[src/rtl/step_counter.sv]
// step_counter: pedometer with saturating totals, one-second activity windows
// and a registered display mux for a 4-digit seven-segment driver.
module step_counter #(
   parameter int CLKS_PER_SEC = 100000000,
   parameter int STEP_MAX     = 9999
) (
   input  logic        clk,
   input  logic        reset,
   input  logic        step,
   input  logic [1:0]  mode,
   output logic [15:0] current_count,
   output logic        sec_tick
);
   localparam int PW = CLKS_PER_SEC > 1 ? $clog2(CLKS_PER_SEC) : 1;
   localparam logic [PW-1:0] PMAX = PW'(CLKS_PER_SEC - 1);
   localparam logic [13:0] SMAX = 14'(STEP_MAX);
   logic [PW-1:0] presc_q, presc_d;
   logic [13:0]   tot_q, tot_d, win_q, win_d, peak_q, peak_d, close_w, close_cap;
   logic [3:0]    sec_q, sec_d, early_q, early_d;
   logic [17:0]   dist_p;
   logic [15:0]   cc_q, cc_d;
   logic          tick;
   assign tick = presc_q == PMAX;
   assign sec_tick = tick;
   assign current_count = cc_q;
   // close_w is the closing window total including a step on the tick cycle
   always_comb begin
      presc_d   = tick ? '0 : presc_q + PW'(1);
      tot_d     = (step && tot_q < SMAX) ? tot_q + 14'd1 : tot_q;
      close_w   = (step && win_q != '1) ? win_q + 14'd1 : win_q;
      close_cap = close_w > SMAX ? SMAX : close_w;
      win_d     = tick ? '0 : close_w;
      sec_d     = (tick && sec_q < 4'd9) ? sec_q + 4'd1 : sec_q;
      early_d   = (tick && sec_q < 4'd9 && close_w > 14'd32) ? early_q + 4'd1 : early_q;
      peak_d    = (tick && close_cap > peak_q) ? close_cap : peak_q;
      dist_p    = 18'(tot_d) * 18'd10;
      cc_d      = mode == 2'd0 ? 16'(tot_d) :
                  mode == 2'd1 ? 16'(dist_p >> 11) :
                  mode == 2'd2 ? 16'(early_d) : 16'(peak_d);
   end
   // the display register follows next-state values so a step shows one cycle later
   always_ff @(posedge clk) begin
      if (reset) begin
         presc_q <= '0;
         tot_q   <= '0;
         win_q   <= '0;
         sec_q   <= '0;
         early_q <= '0;
         peak_q  <= '0;
         cc_q    <= '0;
      end else begin
         presc_q <= presc_d;
         tot_q   <= tot_d;
         win_q   <= win_d;
         sec_q   <= sec_d;
         early_q <= early_d;
         peak_q  <= peak_d;
         cc_q    <= cc_d;
      end
   end
endmodule
[config.mk]
export PLATFORM = sky130hd
export DESIGN_NAME = step_counter
export DESIGN_NICKNAME = d
export VERILOG_FILES = /design/src/rtl/step_counter.sv
export SDC_FILE = /design/constraint.sdc
export NUM_CORES = 1
export LEC_CHECK = 0
export CORE_MARGIN = 1
export CORE_UTILIZATION = 65
export CTS_BUF_LIST = sky130_fd_sc_hd__clkbuf_2
export CTS_CLUSTER_SIZE = 16
export DETAILED_ROUTE_END_ITERATION = 8
export PLACE_DENSITY_LB_ADDON = 0.12
export SYNTH_ARGS = -nofsm -noshare
export SYNTH_HDL_FRONTEND = slang
export SYNTH_SLANG_ARGS = --single-unit
[constraint.sdc]
create_clock -name clk -period 11.6 [get_ports clk]
set_input_delay 1.16 -clock clk [delete_from_list [all_inputs] [get_ports clk]]
set_output_delay 1.16 -clock clk [all_outputs]
set_load 0.005 [all_outputs]
==> run metrics <==
status completed; Final Hold Fails 0; synthesized flop and latch total a little over 90; Slew Limit Fails 0; gpl congestion 0.964; Min-Delay Path Class reg -> reg; CTS H-tree depth 3; clk sinks 91; vias in the first global route between 4,000 and 5,000; Post-Layout Cell Count between 700 and 800; Cells after Synth between 600 and 700; Core Area 0.00789 sq mm; first-pass GRT wire length between 15 and 20 mm; drt wl/cell 15.5 microns; Final Util 0.726; ratio of cells with drive above 1 in the final layout 0.0667; Total Wirelength 11.8 mm; Die Footprint ~0.0087 sq mm; CTS clk-pin slew, worst paths around 0.31 ns; top post-synthesis cells by area dfxtp_1, ha_1, nor2_1; worst setup path class in -> reg; Worst Path Arrival ~6 ns; Initial Utilization 0.683; Iter 0 DRT Violations 263; Ys Warns 0; fraction of registers with async set/reset 0; Post-synth EDFFs 0; Slew headroom 0.182; Avg Inst Size Synth between 8 and 9 sq um; die width roughly 93 microns; Final min period ~5.6 ns; HPWL after detailed placement ~9 mm; Worst VDD drop around 70 uV; Die Ht roughly 93 microns; Worst EP required 12.09 ns; share of the synthesized area in the top cell type 0.338; final count of negative-setup-slack endpoints 0; Power Dens Cells roughly 89 mW/mm^2; Sum Neg Setup Slack 0 ns; register area share after synthesis 0.338; Max stage delay cell, worst path nor4b_4; crit start category input port; # port buffers 19; fin crit share 0.484; Placed Cells 746; via count between 4,000 and 5,000; dominant synthesized flop cell dfxtp_1; Clock Latency Late Sink 0.56 ns; DRC 0; ANT cells 0; largest net degree at the start of global routing 49; cell breakdown of the critical path clkdlybuf4s50_1 > and4_1 > nand4_1 > mux2_2 > o31a_1 > a31oi_4 > nand2_1 > ha_1 > nand2_1 > a2bb2oi_1 > a21oi_1 > a211oi_1 > nor4b_4 > mux2_2 > a22oi_1 > nor2_1; grt ovf 0; leakage power roughly 0.0024 uW; Register Area approximately 0.0018 sq mm; maxcap violations 0; ANT nets after route 0; Critical Path Sink Type register; cts repair resizes 0; Synth area leader dfxtp_1; FP Rows 32; Unique masters post-synth slightly below 70; Syn Std Cell Area roughly 0.0054 sq mm; Root Driver clkbuf_2; Via-to-Cell Ratio just over 6; Area growth, synth to finish 6.39%; f_max ~0.18 GHz; Crit Path Max Fanout 24; skew final 0.0392 ns; hold bufs inserted after CTS 0; initial antenna violation count 0; number of CTS-inserted buffers 9; CTS tree yes; postcts setup bufs 0; Pwr Total between 500 and 600 uW; Fillers 622; Pre-Repair DR Iteration Count 5; Global Route Usage Sum 0.288; area of the multi-input gates between 0.003 and 0.004 sq mm; I/O Pins 22; CP peak stage delay approximately 1.1 ns; dominant cell by count in the synthesized netlist nor2_1; CTS Buffer Depth 2; fin nets ~700; RSZ-0062 raised after global routing no; worst-margin pin slew between 1 and 1.5 ns; top post-synthesis cells by count nor2_1, dfxtp_1, nand2_1, ha_1, inv_1
stage by stage:
| stage | cell area [sq um] | worst slack (ns) | hold WS, ns |
|---|---|---|---|
| after floorplan | 5390 | 6.96 | 0.434 |
| after global placement | 5610 | 5.49 | 0.449 |
| after detailed placement | 5610 | 5.38 | 0.467 |
| after CTS | 5730 | 6.02 | 0.526 |
| after global routing | 5730 | 5.67 | 0.562 |
| final | 5730 | 5.99 | 0.521 |
registers in the layout (all words and copies together), names as in the netlist:
register,cells
sec_q,4
tot_q,14
early_q,4
current_count,14
peak_q,14
presc_q,27
win_q,14
final timing paths:
path / from / end / slack, ns / cells after the start
worst max register to register: tot_q[6] / current_count[6] / 6.54 / 17
worst max-delay path: step / current_count[12] / 5.99 / 16
worst min register to register: presc_q[0] / presc_q[0] / 0.52 / 1
worst min-delay path: presc_q[0] / presc_q[0] / 0.52 / 1
layout make-up:
| type | instances | share of cell area |
|---|---|---|
| Clock buffer | 9 | 0.00786 |
| Clock inverter | 7 | 0.0122 |
| Inverter | 34 | 0.0223 |
| Multi-Input combinational cell | 499 | 0.583 |
| Sequential cell | 91 | 0.318 |
| Tap cell | 102 | 0.0223 |
| Timing Repair Buffer | 20 | 0.0345 |
placed cells by master, fill, tap and decap left out, types with 7 or more instances in the layout:
cell / instances
mux2i_1: 10
a21o_1: 7
xor2_1: 29
a21oi_1: 24
nor2b_1: 11
nand4_1: 14
nor3_1: 10
xnor2_1: 17
nand3_1: 28
nor2_1: 94
a31oi_1: 7
dfxtp_1: 91
ha_1: 42
nand2b_1: 10
clkdlybuf4s50_1: 19
o21ai_0: 18
o211ai_1: 7
nand2_1: 50
and3_1: 11
clkbuf_2: 9
or3_1: 7
nor4_1: 7
and2_1: 9
and4_1: 9
inv_1: 33
report_power, final:
part,internal [uW],switching (uW),total [uW]
registers,317,3.44,320
clock network,34.9,124,159
logic,11.6,18.2,29.8
total,363,146,509
per-layer routing:
metal  part of all wire  vias to the layer above  GRT usage  routed length, microns
met3              0.050                       22     0.0472                     586
met1               0.47                     2169      0.391                    5530
li1                   -                     2297          -                       -
met4              0.019                        0     0.0872                     223
met2               0.46                      117      0.468                    5480
met5                  0                        -          0                       0
logic make-up after synthesis:
| group | synth area share |
|---|---|
| AO/OA/AOI/OAI | 0.148 |
| XOR/XNOR | 0.0748 |
| adder cells (fa/ha/maj) | 0.0976 |
| buffers and inverters | 0.0423 |
| flip-flops | 0.338 |
| multiplexers | 0.0290 |
| other | 0.000696 |
| AND/OR/NAND/NOR | 0.270 |
worst max-delay path: cells and delay by family:
family	cells	cell delay (ns)
AO/OA/AOI/OAI	6	1.25
adder cells (fa/ha/maj)	1	0.34
buffers and inverters	1	0.75
multiplexers	2	0.76
AND/OR/NAND/NOR	6	1.85
Power figures use the tool's default switching activity.
==> variant 1: new RTL, same flow settings <==
`CLKS_PER_SEC`: 100000000 -> 200000000.
--- a/src/rtl/step_counter.sv
+++ b/src/rtl/step_counter.sv
@@ -3,3 +3,3 @@
 module step_counter #(
-   parameter int CLKS_PER_SEC = 100000000,
+   parameter int CLKS_PER_SEC = 200000000,
    parameter int STEP_MAX     = 9999
Behaviour: same outputs for any inputs over 10 cycles, from zero or initial values and one cycle with reset high; that may be too few to reach the edited logic, so the function may still have changed.
==> variant 1 against the original RTL <==
Routed wire length grew 4.8%; utilization down 1.1 points; non-clock buffer count is 1 higher; setup slack lost 250 ps; register-to-register slack got worse by 390 ps; final area grew 2.6%; clock skew is 11 ps higher; sequential share of layout area down 0.47 points; sequential cell count increased by 1; power up 3.8%; synthesized cell count is 5.1% higher; area after synthesis rose by 2.9%; die area grew 2.9%; final cell count is 4.2% higher; critical endpoint is now current_count[3]$_SDFF_PP0_; largest power group unchanged; highest routed layer unchanged.
==> variant 1: results (changes against the original RTL) <==
r2r setup slk = 6150 ps (-390 ps)
fraction of layout instances using a drive strength above 1 = 0.0639 (-0.00281)
arrival time at the worst endpoint = 6350 ps (+250 ps)
setup skew after layout = 50.5 ps (+11.4 ps)
VDD IR-drop max = 94.2 µV (+34%)
Global Route Usage Sum = 0.289 (+0.00146)
Cell variety after synth = 75 (+10%)
number of non-filler instances in the completed layout = 794 (+4.2%)
Placer Congestion = 0.866 (-10%)
Floorplan Core Area = 8220 µm² (+4.2%)
number of clock buffers inserted by TritonCTS = 9 (unchanged)
Main synth FF type = sky130_fd_sc_hd__dfxtp_1
biggest fanout along the worst timing path = 18 (-25%)
Slew HR = 0.461 (+0.279)
number of flip-flops under the largest register name = 28 (+3.7%)
maximum number of pins on one net before global-route repair = 41 (-16%)
termination of the worst setup path = current_count[3]$_SDFF_PP0_
average size of a mapped cell = 8.19 µm² (-2.1%)
Seq/Total Area, Yosys = 0.332 (-0.00601)
leading post-synthesis cells by cell area = sky130_fd_sc_hd__dfxtp_1, sky130_fd_sc_hd__ha_1, sky130_fd_sc_hd__nor2_1
filler cell count = 658 (+5.8%)
slowest cell on the critical path = sky130_fd_sc_hd__clkdlybuf4s50_1
switching fraction of total power = 0.271 (-0.0157)
Leakage = 0.00239 µW (-1.9%)
Detailed Place HPWL = 9.60 mm (+6.4%)
maximum single-stage delay on the critical path = 790 ps (-260 ps)
largest register by flop count = presc_q
Clk Latency, worst-skew pair = 580 ps (+20 ps)
run status = finished, final reports clean
number of design-rule violations left by the first detailed-router iteration = 270 (+2.7%)
power per unit of standard cell area = 89.9 nW/µm² (+1.1%)
list of most frequent post-synthesis cells = sky130_fd_sc_hd__nor2_1, sky130_fd_sc_hd__dfxtp_1, sky130_fd_sc_hd__nand2_1
number of global-route vias before repair = 4383 (-0.25%)
register clock-pin slew on the reported worst setup and hold paths = 250 ps (-60 ps)
Worst path top cell family by delay = compound AO/OA/AOI/OAI gates
type of the worst min-delay path = flop to flop
Routed Wire Length = 12.4 mm (+4.8%)
number of cells in the design after placement = 779 (+4.4%)
combinational power = 36.9 µW (+24%)
Flop pwr share = 0.614 (-0.015)
Final Max Slew Viols = 0 (unchanged)
first-pass GRT wire length = 20.2 mm (+1.2%)
number of resized instances in the post-cts repair step = 0 (unchanged)
Reg2Reg Launch Point = win_q[0]$_SDFF_PP0_
final layout net count = 732 (+4.3%)
vias per cell = 6.04 (-0.13%)
CTS Hold Bufs = 0 (unchanged)
==> variant 1: layer usage <==
layer	vias to the layer above	track usage	part of all wire
li1	2394	-	-
met1	2253	0.372	0.45
met2	124	0.499	0.48
met3	21	0.0475	0.050
met5	-	0	0
met4	0	0.0756	0.016
==> variant 1: metrics by stage <==
stage                     setup slack, ps  area [µm²]   util  hold WS (ps)
after global placement               5400        5760  0.701           443
final                                5740        5880  0.716           498
after global routing                 5310        5880  0.716           520
after floorplan                      6780        5550      -           430
after detailed placement             5190        5760  0.701           463
after CTS                            5790        5880  0.716           504
==> variant 1: kinds of logic after synthesis <==
family                     synth area share
muxes                                0.0244
xor gates and xnor gates             0.0853
and+or+nand+nor                       0.274
buffers and inverters                0.0497
adders and majority gates            0.0948
other                              0.000677
AOI/OAI and AO/OA                     0.139
DFF                                   0.332
==> variant 1: cell type report <==
type | instances | share of cell area
clock inverters | 6 | 0.0123
inverters | 41 | 0.0262
multi-input cells | 520 | 0.583
well taps | 105 | 0.0223
flip-flops and latches | 92 | 0.313
repair buffers | 21 | 0.0349
clock buffers | 9 | 0.00766
==> variant 1: worst min path at each step <==
stage	startpoint	to	slack (ps)
final	presc_q[0]$_SDFF_PP0_	presc_q[0]$_SDFF_PP0_	500
after global routing	presc_q[0]$_SDFF_PP0_	presc_q[0]$_SDFF_PP0_	520
after CTS	presc_q[0]$_SDFF_PP0_	presc_q[0]$_SDFF_PP0_	500
after detailed placement	sec_q[3]$_SDFFE_PP0P_	sec_q[3]$_SDFFE_PP0P_	460
after global placement	presc_q[0]$_SDFF_PP0_	presc_q[0]$_SDFF_PP0_	440
after floorplan	presc_q[0]$_SDFF_PP0_	presc_q[0]$_SDFF_PP0_	430
==> variant 2: new RTL, config.mk and constraints unchanged <==
Without the edit above. Take the reset off `cc_q` and load it in a clocked block of its own.
--- a/src/rtl/step_counter.sv
+++ b/src/rtl/step_counter.sv
@@ -49,3 +49,2 @@
          peak_q  <= '0;
-         cc_q    <= '0;
       end else begin
@@ -57,5 +56,8 @@
          peak_q  <= peak_d;
-         cc_q    <= cc_d;
       end
    end
+
+   always_ff @(posedge clk) begin
+      cc_q <= cc_d;
+   end
 endmodule
Behaviour: not the same (a bounded check fails within 4 cycles, from zero or initial values and one cycle with reset high).
==> variant 2 against the original RTL <==
Area after synthesis is 1.3% lower; final area is 1.2% lower; non-clock buffer count is 2 higher; fmax is 11% lower; routed wire length is 0.28% higher; sequential cell count stayed put; setup slack worse by 680 ps; power is 1.1% lower; sequential power hardly changed; largest cell class unchanged; largest power group unchanged; highest routed layer unchanged.
==> variant 2: results (changes against the original RTL) <==
antenna violations before repair = 0 (unchanged)
setup skew after layout = 38.4 ps (-0.805 ps)
maximum number of pins on one net before global-route repair = 39 (-20%)
number of non-filler instances in the completed layout = 761 (-0.13%)
biggest fanout along the worst timing path = 14 (-42%)
Seq/Total Area, Yosys = 0.343 (+0.00454)
yosys synthesis warning count = 0 (unchanged)
# Post-CTS Setup Buffers = 0 (unchanged)
list of most frequent post-synthesis cells = sky130_fd_sc_hd__nor2_1, sky130_fd_sc_hd__dfxtp_1, sky130_fd_sc_hd__nand2_1
Main synth FF type = sky130_fd_sc_hd__dfxtp_1
post-placement worst setup slack = 4770 ps (-613 ps)
Global Route Usage Sum = 0.296 (+0.00828)
transition time at the pin with the least slew margin = 1080 ps (-144 ps)
Cell variety after synth = 77 (+13%)
Avg WL per Cell = 15.6 µm (+0.41%)
antenna diode instance count = 0 (unchanged)
vias per cell = 6.04 (-0.13%)
type of the worst min-delay path = flop to flop
final worst-path cycle share = 0.543 (+0.0588)
number of global-route vias before repair = 4301 (-2.1%)
leading post-synthesis cells by cell area = sky130_fd_sc_hd__dfxtp_1, sky130_fd_sc_hd__ha_1, sky130_fd_sc_hd__nor2_1
Placer Congestion = 0.898 (-6.8%)
r2r setup slk = 6020 ps (-520 ps)
Worst Hold Slack = 501 ps (-20.2 ps)
largest register by flop count = presc_q
run status = finished, final reports clean
Detailed Place HPWL = 8.98 mm (-0.44%)
Critical Path Sink Type = flop
number of flip-flops under the largest register name = 27 (unchanged)
first-pass GRT wire length = 20.0 mm (about the same)
number of search-and-repair iterations in the first detailed-routing pass = 5 (unchanged)
number of input and output port buffers inserted = 19 (unchanged)
Register-to-Register Path Depth = 17 (unchanged)
final layout net count = 701 (-0.14%)
filler cell count = 653 (+5.0%)
Hold Path Sink = peak_q[7]$_SDFF_PP0_
max-cap violations = 0 (unchanged)
Leakage = 0.00240 µW (-1.7%)
average size of a mapped cell = 8.28 µm² (-1.0%)
number of design-rule violations left by the first detailed-router iteration = 277 (+5.3%)
VDD IR-drop max = 71.9 µV (+2.6%)
Async SR Flop Fraction = 0 (unchanged)
Clock Tree Buf Depth = 2 (unchanged)
number of instances on the worst hold path = 2 (+1)
arrival time at the worst endpoint = 6770 ps (+670 ps)
Reg2Reg Launch Point = win_q[0]$_SDFF_PP0_
endpoint of the worst register-to-register path = current_count[2]$_DFF_P_
register clock-pin slew on the reported worst setup and hold paths = 240 ps (-70 ps)
Clk Latency, worst-skew pair = 600 ps (+40 ps)
source of the worst hold timing path = peak_q[7]$_SDFF_PP0_
level count of the clock H-tree = 3 (unchanged)
number of cells in the design after placement = 745 (-0.13%)
total cell area at the placement stage = 5560 µm² (-0.91%)
fraction of layout instances using a drive strength above 1 = 0.0592 (-0.00749)
Worst Setup SP = step
-- variant 2: power breakdown --
group          switching (µW)  internal [µW]  total [µW]
Clock                     119           31.9         151
Combinational            18.7           13.2        31.9
Sequential               3.40            317         321
-- variant 2: cell type report --
type	count	area (µm²)	area share
Multi-Input combinational cell	493	3260	0.576
Clock inverter	6	47.5	0.00840
Sequential cell	91	1820	0.322
Timing Repair Buffer	22	213	0.0376
Clock buffer	10	50.0	0.00884
Tap cell	102	128	0.0225
Inverter	37	139	0.0245
-- variant 2: logic make-up (layout without fill, tap and decap cells) --
logic type,count (synthesis),in the layout,share of synthesized area
fa+ha+maj,42,42,0.0989
buf+inv,59,75,0.0440
other cells,1,2,0.000706
xor+xnor,46,46,0.0758
simple gates,284,284,0.270
mux,7,7,0.0158
compound gates,112,112,0.152
flops,91,91,0.343
-- variant 2: per-layer routing --
metal,wire length [µm],track usage,vias up
met1,5660,0.397,2154
met5,0,0,-
met3,527,0.0320,18
met2,5430,0.484,137
met4,232,0.120,0
li1,-,-,2284
-- variant 2: critical path, cell delays in order --
cell,delay (ps)
sky130_fd_sc_hd__clkdlybuf4s50_1,700
sky130_fd_sc_hd__and3_1,320
sky130_fd_sc_hd__nand4_2,200
sky130_fd_sc_hd__nor3_1,400
sky130_fd_sc_hd__nand4_1,190
sky130_fd_sc_hd__and2_1,220
sky130_fd_sc_hd__o21ai_0,850
sky130_fd_sc_hd__nand2_1,150
sky130_fd_sc_hd__ha_1,340
sky130_fd_sc_hd__and3_1,210
sky130_fd_sc_hd__a221o_1,340
sky130_fd_sc_hd__a21oi_1,140
sky130_fd_sc_hd__o21ai_0,110
sky130_fd_sc_hd__o21a_1,370
sky130_fd_sc_hd__o211a_1,290
sky130_fd_sc_hd__a211o_1,300
sky130_fd_sc_hd__mux4_2,460
